--- config.mk ---
export PLATFORM = sky130hd
export DESIGN_NAME = timeout_irq_ctrl
export DESIGN_NICKNAME = d
export VERILOG_FILES = /design/src/rtl/timeout_irq_ctrl_pkg.sv /design/src/rtl/irq_prio_enc.sv /design/src/rtl/timeout_irq_ctrl.sv
export SDC_FILE = /design/constraint.sdc
export NUM_CORES = 1
export LEC_CHECK = 0
export ABC_AREA = 0
export CAP_MARGIN = 40
export CORE_MARGIN = 3
export CORE_UTILIZATION = 48
export CTS_BUF_LIST = sky130_fd_sc_hd__clkbuf_8 sky130_fd_sc_hd__clkbuf_16
export CTS_CLUSTER_DIAMETER = 200
export DETAILED_ROUTE_END_ITERATION = 12
export PLACE_DENSITY = 0.82
export SETUP_SLACK_MARGIN = 0.3
export SLEW_MARGIN = 5
export SYNTH_ARGS = -nofsm -noshare
export SYNTH_HDL_FRONTEND = slang
export SYNTH_SLANG_ARGS = --single-unit
--- constraint.sdc ---
create_clock -name clk -period 1.55 [get_ports clk]
set_input_delay 0.31 -clock clk [delete_from_list [all_inputs] [get_ports clk]]
set_output_delay 0.31 -clock clk [all_outputs]
set_load 0.02 [all_outputs]
--- src/rtl/timeout_irq_ctrl_pkg.sv ---
// ----------------------------------------------------------------------------
// timeout_irq_ctrl_pkg
//   Shared definitions for the timeout interrupt controller:
//     - state_e      : controller FSM encodings (IDLE / PRESENT / RESTART)
//     - CNT_W        : width of the restart-pulse counter (RESTART_LEN <= 15)
//     - clog2()      : elaboration-time ceiling log2, used to size irq_id
// ----------------------------------------------------------------------------
package timeout_irq_ctrl_pkg;

  typedef enum logic [1:0] {
    ST_IDLE    = 2'd0,
    ST_PRESENT = 2'd1,
    ST_RESTART = 2'd2
  } state_e;

  localparam int CNT_W = 4;

  function automatic int clog2(input int value);
    int result;
    int v;
    result = 0;
    v      = value - 1;
    while (v > 0) begin
      result = result + 1;
      v      = v >> 1;
    end
    return result;
  endfunction

endpackage : timeout_irq_ctrl_pkg

--- src/rtl/irq_prio_enc.sv ---
// ----------------------------------------------------------------------------
// irq_prio_enc
//   Purely combinational fixed-priority encoder, lowest set index wins.
//   Ports:
//     req  in  N  request vector
//     idx  out W  index of the lowest set bit of req (0 when req is empty)
//     any  out 1  at least one bit of req is set
// ----------------------------------------------------------------------------
module irq_prio_enc #(
  parameter int N = 4,
  parameter int W = 2
) (
  input  logic [N-1:0] req,
  output logic [W-1:0] idx,
  output logic         any
);

  // Scan from the top down so the lowest set index is the last to write idx.
  always_comb begin
    idx = '0;
    any = |req;
    for (int i = N - 1; i >= 0; i--) begin
      if (req[i]) begin
        idx = W'(i);
      end
    end
  end

endmodule : irq_prio_enc

--- src/rtl/timeout_irq_ctrl.sv ---
// ----------------------------------------------------------------------------
// timeout_irq_ctrl
//   Collects NUM_SRC timer timeout lines, latches each rising edge as a
//   pending event and presents one unmasked event at a time as irq/irq_id.
//   On irq_ack the event is cleared and the matching timer receives a
//   RESTART_LEN-cycle restart pulse.
//   Ports:
//     clk            in   1        system clock, posedge
//     reset          in   1        asynchronous active-low reset
//     src_timeout    in   NUM_SRC  timer timeout levels (held until restarted)
//     mask_wr        in   1        strobe: load mask from mask_wdata
//     mask_wdata     in   NUM_SRC  new mask, 1 = withhold that source
//     irq            out  1        an event is being presented
//     irq_id         out  ID_W     index of presented source
//     irq_ack        in   1        consumer accepts presented event
//     timer_restart  out  NUM_SRC  one-hot restart pulse to the acked timer
//     missed         out  NUM_SRC  sticky: edge arrived while still pending
//     missed_clr     in   1        strobe: clear all missed bits
// ----------------------------------------------------------------------------
module timeout_irq_ctrl
  import timeout_irq_ctrl_pkg::*;
#(
  parameter int NUM_SRC     = 4,
  parameter int ID_W        = clog2(NUM_SRC),
  parameter int RESTART_LEN = 2
) (
  input  logic               clk,
  input  logic               reset,
  input  logic [NUM_SRC-1:0] src_timeout,
  input  logic               mask_wr,
  input  logic [NUM_SRC-1:0] mask_wdata,
  output logic               irq,
  output logic [ID_W-1:0]    irq_id,
  input  logic               irq_ack,
  output logic [NUM_SRC-1:0] timer_restart,
  output logic [NUM_SRC-1:0] missed,
  input  logic               missed_clr
);

  // --------------------------------------------------------------------------
  // State
  // --------------------------------------------------------------------------
  state_e               state_q, state_d;
  logic [ID_W-1:0]      irq_id_q, irq_id_d;
  logic [CNT_W-1:0]     cnt_q, cnt_d;
  logic [NUM_SRC-1:0]   src_d_q, src_d_d;
  logic [NUM_SRC-1:0]   pending_q, pending_d;
  logic [NUM_SRC-1:0]   mask_q, mask_d;
  logic [NUM_SRC-1:0]   missed_q, missed_d;

  logic [NUM_SRC-1:0]   rise;
  logic [NUM_SRC-1:0]   id_onehot;
  logic [NUM_SRC-1:0]   ack_clr;
  logic                 ack_take;
  logic [ID_W-1:0]      enc_idx;
  logic                 enc_any;

  assign rise     = src_timeout & ~src_d_q;
  assign ack_take = (state_q == ST_PRESENT) && irq_ack;

  // One-hot decode of the latched id; drives both the pending clear and the
  // restart pulse so they can never disagree about which source is served.
  generate
    for (genvar gi = 0; gi < NUM_SRC; gi++) begin : g_onehot
      assign id_onehot[gi] = (irq_id_q == ID_W'(gi));
    end
  endgenerate

  assign ack_clr = ack_take ? id_onehot : '0;

  irq_prio_enc #(
    .N (NUM_SRC),
    .W (ID_W)
  ) u_prio_enc (
    .req (pending_q & ~mask_q),
    .idx (enc_idx),
    .any (enc_any)
  );

  // --------------------------------------------------------------------------
  // Event bookkeeping: edge detect, pending, mask, missed
  // --------------------------------------------------------------------------
  always_comb begin
    src_d_d   = src_timeout;
    // A rise in the ack cycle re-arms the source: set wins over clear.
    pending_d = (pending_q & ~ack_clr) | rise;
    mask_d    = mask_wr ? mask_wdata : mask_q;
    // A fresh overrun in the clear cycle survives the clear.
    missed_d  = (missed_clr ? '0 : missed_q) | (rise & pending_q);
  end

  // --------------------------------------------------------------------------
  // FSM: state register
  // --------------------------------------------------------------------------
  always_ff @(posedge clk or negedge reset) begin
    if (!reset) begin
      state_q   <= ST_IDLE;
      irq_id_q  <= '0;
      cnt_q     <= '0;
      src_d_q   <= '0;
      pending_q <= '0;
      mask_q    <= '0;
      missed_q  <= '0;
    end else begin
      state_q   <= state_d;
      irq_id_q  <= irq_id_d;
      cnt_q     <= cnt_d;
      src_d_q   <= src_d_d;
      pending_q <= pending_d;
      mask_q    <= mask_d;
      missed_q  <= missed_d;
    end
  end

  // --------------------------------------------------------------------------
  // FSM: next-state logic
  // --------------------------------------------------------------------------
  always_comb begin
    state_d  = state_q;
    irq_id_d = irq_id_q;
    cnt_d    = cnt_q;
    case (state_q)
      ST_IDLE: begin
        if (enc_any) begin
          irq_id_d = enc_idx;
          state_d  = ST_PRESENT;
        end
      end
      ST_PRESENT: begin
        // Presentation is frozen here; mask changes only affect the next pick.
        if (irq_ack) begin
          cnt_d   = CNT_W'(RESTART_LEN);
          state_d = ST_RESTART;
        end
      end
      ST_RESTART: begin
        // cnt_q counts down RESTART_LEN..1; leaving on 1 gives RESTART_LEN
        // cycles of restart pulse.
        if (cnt_q <= CNT_W'(1)) begin
          cnt_d   = '0;
          state_d = ST_IDLE;
        end else begin
          cnt_d = cnt_q - CNT_W'(1);
        end
      end
      default: begin
        state_d = ST_IDLE;
      end
    endcase
  end

  // --------------------------------------------------------------------------
  // FSM: outputs
  // --------------------------------------------------------------------------
  always_comb begin
    irq           = 1'b0;
    timer_restart = '0;
    case (state_q)
      ST_PRESENT: irq           = 1'b1;
      ST_RESTART: timer_restart = id_onehot;
      default:    ;
    endcase
  end

  assign irq_id = irq_id_q;
  assign missed = missed_q;

endmodule : timeout_irq_ctrl

# After elaboration in Yosys (flattened, before gate mapping)
# Cells that the tools add are included.
[totals]
register_bits = 24
output_inout_bits = 11
wordCells = 49
[op_classes]
add_sub_neg = 1
n_lt_le_gt_ge = 1
n_eq_ne = 8
mux = 15
bitwise = 9
n_reduce_logical = 8
[op_table]
columns = ["cell", "count"]
rows = [
  ["2-to-1 mux 4 bit", 5],
  ["AND 4 bit", 4],
  ["2-to-1 mux 2 bit", 7],
  ["inverter 4 bit", 3],
  ["bitwise OR 4 bit", 2],
  ["one-hot mux 4 bit (2 select lines)", 1],
  ["== test 2 bit, second input constant", 3],
  ["!= test 2 bit, second input constant", 3],
  ["one-hot mux 2 bit (3 select lines)", 1],
  ["== test 2 x 1 -> 1 bit, second input constant", 2],
  ["less-or-equal comparator 4 x 1 -> 1 bit, second input constant", 1],
  ["logical NOT 2 bit", 2],
  ["AND reduction 2 bit", 2],
  ["OR reduction 4 bit", 1],
  ["subtractor 4 x 1 -> 4 bit, second input constant", 1],
  ["AND reduction 3 bit", 1],
  ["nonzero test 2 bit", 1],
  ["logical AND 1 bit", 1],
  ["2-to-1 mux 1 bit", 1],
]

# Logic depth before layout (Yosys ltp)
# Gate-level depths: netlist (run 1).
[depth]
ltp_word = 6
mapped_depth = 5

# By module
# A second synthesis (run 1) with hierarchy kept.
[unflattened]
hier_cells = 98
hier_area_um2 = 1064.8
[modules_own_cells]
columns = ["module", "n_inst", "cells_each", "area_each_um2", "seq_area_each_um2"]
rows = [
  ["timeout_irq_ctrl", 1, 91, 1029.7, 600.6],
  ["irq_prio_enc", 1, 7, 35.0, 0.0],
]

# Worst setup path before layout (run 1)
# OpenSTA, ideal clock, no wires.
[synth_path]
path_type = "register to output"
from = "register irq_id_q[0], in the netlist irq_id[0]"
to = "output timer_restart[1]"
arrival_time_ps = 1194
required_time_ps = 1240
setup_slack_ps = 46
path_stages_with_launch = 4
cell_sequence = "dfrtp_1 -> buf_2 -> inv_1 -> nor3_1"
[synth_via]
elab_chain_cells = 2
[synth_lines]
columns = ["item", "line_no", "rtl"]
rows = [
  ["start: declaration", "timeout_irq_ctrl.sv:44", "logic [ID_W-1:0] irq_id_q, irq_id_d;"],
  ["start signal: assignment", "timeout_irq_ctrl.sv:106", "irq_id_q <= irq_id_d;"],
  ["== test 2 x 1 -> 1 bit", "timeout_irq_ctrl.sv:65", "assign id_onehot[gi] = (irq_id_q == ID_W'(gi));"],
  ["2-to-1 mux 4 bit", "timeout_irq_ctrl.sv:158", "case (state_q)"],
  ["end: declaration", "timeout_irq_ctrl.sv:35", "output logic [NUM_SRC-1:0] timer_restart,"],
]
# Every way passes these cells.

# Worst setup path after layout (run 1)
[layout_path]
from = "register state_q[1]"
to = "register pending_q[0]"
[layout_via]
elab_chain_cells = 6
[layout_lines]
columns = ["item", "line_no", "rtl"]
rows = [
  ["start: declaration", "timeout_irq_ctrl.sv:43", "state_e state_q, state_d;"],
  ["start signal: assignment", "timeout_irq_ctrl.sv:105", "state_q <= state_d;"],
  ["== test 2 x 1 -> 1 bit", "timeout_irq_ctrl.sv:59", "assign ack_take = (state_q == ST_PRESENT) && irq_ack;"],
  ["logical AND 1 bit", "timeout_irq_ctrl.sv:59", ""],
  ["2-to-1 mux 4 bit", "timeout_irq_ctrl.sv:69", "assign ack_clr = ack_take ? id_onehot : '0;"],
  ["inverter 4 bit", "timeout_irq_ctrl.sv:86", "pending_d = (pending_q & ~ack_clr) | rise;"],
  ["AND 4 bit", "timeout_irq_ctrl.sv:86", ""],
  ["bitwise OR 4 bit", "timeout_irq_ctrl.sv:86", ""],
  ["net pending_d[0]", "timeout_irq_ctrl.sv:47", "logic [NUM_SRC-1:0] pending_q, pending_d;"],
  ["end signal: assignment", "timeout_irq_ctrl.sv:109", "pending_q <= pending_d;"],
  ["end: declaration", "timeout_irq_ctrl.sv:47", ""],
]
# The timed path passes the listed nets, and every way through them passes these cells.
# A chain may end at the register's enable or synchronous reset.

==> impl_metrics.json, run 1 <==
{
  "status": "finished clean",
  "final.fill_count": 107,
  "first_global_vias": 974,
  "grt_start_max_net_pins": 25,
  "syn_area_per_cell_sq_um": 10.9,
  "timing.slew.headroom": 0.753,
  "tritoncts": "done",
  "total_number_of_nets_in_the_final_design": 156,
  "critical_path.startpoint_type": "register",
  "critPathMaxStageDelay_ns": 0.39,
  "hold_fails_final_rpt": 0,
  "ys.warnings.count": 0,
  "gp_routability_congestion": 0.817,
  "floorplan.die.height_microns": 52.7,
  "cap_viol_max_count": 0,
  "remaining_drc_errors": 0,
  "fp.dieArea_sq_mm": 0.00278,
  "synthesis.area_sq_mm": 0.00105,
  "dpl.hpwl_microns": 1690,
  "global_route.overflow_total": 0,
  "critPathTopFamily": "compound AO/OA/AOI/OAI gates",
  "utilization": 0.817,
  "detail_route.vias_per_cell": 5.50,
  "unrepaired_setup_endpoints_after_global_routing": "true",
  "fraction_of_layout_cells_with_a_size_suffix_above_1": 0.421,
  "cts_hold_buf": 0,
  "tritoncts_buffers": 3,
  "setup_viol": 0,
  "detail_route.first_pass.iterations": 4,
  "final_worst_path_setup_slack_ns": 0.0638,
  "gate_count_after_technology_mapping": 96,
  "worst_setup_path_end_kind": "register",
  "placement.io_buffers": 23,
  "detail_route.wirelength_microns": 2870,
  "path_cells": "buf_4, buf_6, nand3b_1, o31ai_2, o21ai_1",
  "diodes": 0,
  "placementRows": 16,
  "crit_arrival_ns": 1.62,
  "core_sq_mm": 0.00202,
  "worst_pin_slew_ns": 0.367,
  "achievable_freq_mhz": 673,
  "hold_class": "in -> async",
  "io_pins": 24,
  "critical_path.max_fanout": 6,
  "yosysSeqAreaShare": 0.573,
  "area.growth.synth_to_final_pct": 57.6,
  "routedWlPerCell_microns": 17.2,
  "antenna_left": 0,
  "htreeDepth": 1,
  "slew_viol_final": 0,
  "post-place-ws_ns": -0.112,
  "grt_antenna_before_repair": 0,
  "die_width_microns": 52.7,
  "clock_insertion_delay_worst_skew_ns": 0.26,
  "initial_core_util": 0.519,
  "final.period_utilization": 0.959,
  "postSynthRegisterBits": 24,
  "min_period_ns": 1.49,
  "finalClockSkew_ns": 0.00226,
  "worstPathRequired_ns": 1.69,
  "cts_root_buffer_type": "clkbuf_8",
  "worst-setup-path-type": "reg -> reg",
  "worst_path_max_delay_cell": "dfrtp_1",
  "clock_path_buffers": 2,
  "placed_instance_area_sq_mm": 0.00144,
  "grt_first_pass_wirelength_microns": 4420,
  "post-route-cell-area_sq_mm": 0.00165,
  "layout_commonest_cell": "dfrtp_1",
  "cts_sinks": 24,
  "path_clk_slew_ns": 0.08,
  "cp.buffers_inverters": 2,
  "cellLeakagePower_nw": 0.727,
  "synthDistinctLibCells": 25,
  "globalRouteTotalUtil": 0.224,
  "pwr_density_cell_mw_per_mm2": 1790,
  "route.vias.total": 918,
  "commonest_cells_after_routing_fill_and_taps_aside": "dfrtp_1 (22), buf_4 (13), clkdlybuf4s50_1 (12)",
  "synth.net_count": 111,
  "detail_route.iter0.violations": 32,
  "max-vdd-ir-drop_mv": 1.00
}
[state kept, by name, summed over array words and instances (netlist names)]
| name | cells |
|---|---|
| state_q | 2 |
| missed | 4 |
| pending_q | 4 |
| cnt_q | 4 |
| src_d_q | 4 |
| irq_id | 2 |
| mask_q | 4 |
[what timing repair did]
item | CTS | global route
pin swaps | 5 | 6
setup buffers | 6 | 2
resized for setup | 56 | 23
endpoints found under the setup margin | 23 | 21
[cells in the mapped netlist, drive strengths merged]
master	n	area [sq um]
a21boi	1	7.51
a21o	1	7.51
a221oi	1	8.76
a22o	1	8.76
and2b	1	8.76
and3b	1	8.76
buf	1	5.00
dfrtp	24	601
ha	2	25.0
inv	12	45.0
mux2	4	45.0
mux2i	1	10.0
nand2	2	7.51
nand2b	3	18.8
nand3	3	15.0
nand3b	5	37.5
nor2	4	15.0
nor2b	5	31.3
nor3	5	25.0
nor4	1	6.26
o21ai	11	55.1
o221ai	1	8.76
o2bb2ai	1	8.76
o311ai	1	8.76
o31ai	4	30.0
[where the power goes]
part	leakage (nW)	total (W)	internal, W	switching [W]
registers	0.278	0.000979	0.000802	0.000176
clock network	0.0288	0.000411	0.000226	0.000184
logic	0.420	0.00157	0.000776	0.000797
total	0.727	0.00296	0.00181	0.00116
[metrics by stage]
step / total power (W) / hold slack (ns) / cells / TNS [ns]
final: 0.00296 / 0.399 / 167 / 0
after global routing: 0.00312 / 0.442 / 167 / -0.0107
after CTS: 0.00269 / 0.401 / 165 / 0
after detailed placement: 0.00208 / 0.444 / 155 / -0.375
after global placement: 0.00202 / 0.439 / 155 / -0.263
after floorplan: 0.00160 / 0.0144 / 96 / 0
[kinds of logic (layout without fill, tap and decap cells)]
group / count (synthesis) / after routing / share of synthesized area
simple gates: 30 / 30 / 0.166
buf+inv: 13 / 57 / 0.0477
fa+ha+maj: 2 / 2 / 0.0239
mux: 5 / 5 / 0.0525
compound gates: 22 / 22 / 0.137
flops: 24 / 24 / 0.573
[routing by layer]
layer	vias to the layer above	part of all wire	global-route usage	routed length [microns]
met5	-	0	0	0
met4	0	0.038	0.102	110
met3	13	0.066	0.0313	188
met2	46	0.50	0.401	1450
met1	433	0.39	0.260	1120
li1	426	-	-	-
[final timing paths]
check / endpoint / from / slack, ns / depth (start not counted)
min in group clk: pending_q[2] / src_d_q[2] / 0.46 / 1
max in group asynchronous: irq_id[1] / reset / 0.90 / 2
worst max-delay path: pending_q[0] / state_q[1] / 0.06 / 5
worst min register to register: pending_q[2] / src_d_q[2] / 0.46 / 1
worst max register to register: pending_q[0] / state_q[1] / 0.06 / 5
worst min-delay path: mask_q[2] / reset / 0.40 / 2
[final cells by class]
class | count | area [sq um] | share of cell area
Sequential cell | 24 | 603 | 0.365
Multi-Input combinational cell | 59 | 522 | 0.316
Timing Repair Buffer | 41 | 394 | 0.238
Clock buffer | 4 | 55.1 | 0.0333
Inverter | 12 | 45.0 | 0.0273
Tap cell | 27 | 33.8 | 0.0204
Note: power is estimated with default switching activity, not from simulation.
==> run 2, diff against run 1 <==
CTS_CLUSTER_SIZE = 10   (was unset)
MAX_ROUTING_LAYER = met4   (was unset)
==> run 2 against run 1 <==
First-iteration DRC count unchanged. Cell area stayed put. Via count increased by 1.1%. Register-to-register slack better by 0.03 ns. Sequential share of layout area unchanged. Final cell count is the same. Critical path depth fell by 2. Utilization did not move. Clock skew hardly changed.
==> impl_metrics.json, run 2 (synthesis results as in run 1) <==
{
  "core_sq_mm": 0.00202,
  "max-vdd-ir-drop_mv": 1.00,
  "detail_route.vias_per_cell": 5.56,
  "critPathMaxStageDelay_ns": 0.39,
  "numPlacedInstances": 155,
  "placementRows": 16,
  "slew_viol_final": 0,
  "hold_class": "in -> async",
  "diodes": 0,
  "placed_instance_area_sq_mm": 0.00144,
  "critical_path.reg2reg.endpoint": "pending_q[0]",
  "timing.slew.headroom": 0.753,
  "post-route-cell-area_sq_mm": 0.00165,
  "globalRouteTotalUtil": 0.229,
  "timing.setup.tns_ns": 0,
  "layout_commonest_cell": "dfrtp_1",
  "cp.buffers_inverters": 1,
  "worst_r2r_path_depth": 5,
  "finalClockSkew_ns": 0.00217,
  "fp.dieArea_sq_mm": 0.00278,
  "path_clk_slew_ns": 0.08,
  "hold_fails_final_rpt": 0,
  "worst_path_max_delay_cell": "dfrtp_1",
  "final_worst_path_setup_slack_ns": 0.0710,
  "total_number_of_nets_in_the_final_design": 156,
  "placement.io_buffers": 23,
  "cellLeakagePower_nw": 0.727,
  "die_width_microns": 52.7,
  "timing.critical_path.depth": 3,
  "cts_root_buffer_type": "clkbuf_8",
  "area.sequential_sq_um": 603,
  "htreeDepth": 1,
  "final.period_utilization": 0.954,
  "unrepaired_setup_endpoints_after_global_routing": "true",
  "power.total_w": 0.00296,
  "status": "finished clean",
  "final_cell_count_no_fill": 167,
  "detail_route.iter0.violations": 32,
  "cap_viol_max_count": 0,
  "final.fill_count": 107,
  "cts_sinks": 24,
  "reg2reg_slack_ns": 0.09,
  "clock_path_buffers": 2,
  "tritoncts": "done",
  "achievable_freq_mhz": 676,
  "dpl.hpwl_microns": 1690,
  "detail_route.first_pass.iterations": 4,
  "worstPathRequired_ns": 1.24,
  "first_global_vias": 977,
  "worst_setup_path_end_kind": "output port",
  "fraction_of_layout_cells_with_a_size_suffix_above_1": 0.421,
  "crit_arrival_ns": 1.17,
  "post-place-ws_ns": -0.112,
  "grt_start_max_net_pins": 25,
  "remaining_drc_errors": 0,
  "pwr_density_cell_mw_per_mm2": 1790,
  "worst_pin_slew_ns": 0.366,
  "r2r-start": "state_q[1]",
  "clock_insertion_delay_worst_skew_ns": 0.26,
  "area.growth.synth_to_final_pct": 57.6,
  "path_cells": "nand2b_4, nor3_4, buf_6",
  "io_pins": 24,
  "critical_path.max_fanout": 5,
  "grt_antenna_before_repair": 0,
  "floorplan.die.height_microns": 52.7,
  "worst-setup-path-type": "reg -> out",
  "multi_input_combinational_cell_area_sq_um": 522,
  "grt_first_pass_wirelength_microns": 4420,
  "critPathTopFamily": "flip-flops",
  "detail_route.wirelength_microns": 2840,
  "min_period_ns": 1.48,
  "critical_path.startpoint": "state_q[0]",
  "setup_viol": 0,
  "route.vias.total": 928,
  "antenna_left": 0,
  "critical_path.startpoint_type": "register",
  "initial_core_util": 0.519,
  "commonest_cells_after_routing_fill_and_taps_aside": "dfrtp_1 (22), buf_4 (13), clkdlybuf4s50_1 (12)",
  "tritoncts_buffers": 3,
  "worst_setup_path_endpoint": "timer_restart[1]",
  "routedWlPerCell_microns": 17.0,
  "global_route.overflow_total": 0,
  "gp_routability_congestion": 0.829
}
[run 2: cell counts in the layout (fill, tap and decap cells not counted)]
Identical to the previous run, type by type.
[run 2: routing by layer]
metal | GRT usage | wire (microns) | up-vias
met5 | - | 0 | -
met4 | 0.102 | 110 | 0
met3 | 0.0313 | 175 | 13
met2 | 0.399 | 1430 | 44
met1 | 0.260 | 1120 | 444
li1 | - | - | 427
[run 2: worst min-delay path by stage]
stage,start,end,slack [ns]
floorplan,reset,cnt_q[0],0.01
global placement,src_d_q[2],pending_q[2],0.44
detailed placement,src_d_q[2],pending_q[2],0.44
CTS,reset,missed[3],0.40
global route,reset,src_d_q[2],0.44
finish,reset,mask_q[2],0.40
[run 2: repair_timing]
action | 4_1_cts | 5_1_grt
hold endpoints to repair | 0 | 0
setup buffers | 6 | 2
endpoints found under the setup margin | 23 | 21
gates resized for setup | 56 | 23
gates cloned | 0 | 0
pin swaps | 5 | 6
hold buffers | 0 | 0
[run 2: final cells by class]
cell class                      count  area share
Clock buffer                        4      0.0333
Inverter                           12      0.0273
Multi-Input combinational cell     59       0.316
Sequential cell                    24       0.365
Tap cell                           27      0.0204
Timing Repair Buffer               41       0.238
[run 2: worst register-to-register path, delay by kind of cell, from the launching register on]
kind                   cells  cell delay (ns)
AOI/OAI and AO/OA          2             0.41
buffers and inverters      2             0.26
DFF                        1             0.38
and+or+nand+nor            1             0.27
[run 2: power by group]
group          total [W]  leakage, nW  internal, W  switching, W
Clock           0.000411       0.0288     0.000226      0.000185
Sequential      0.000978        0.278     0.000802      0.000176
Combinational    0.00157        0.420     0.000776      0.000793
Total            0.00296        0.727      0.00180       0.00115
[run 2: through the flow]
step	utilization	hold slack, ns
after global placement	0.711	0.439
final	0.817	0.396
after global routing	0.817	0.441
after CTS	0.781	0.401
after floorplan	-	0.0144
after detailed placement	0.711	0.444
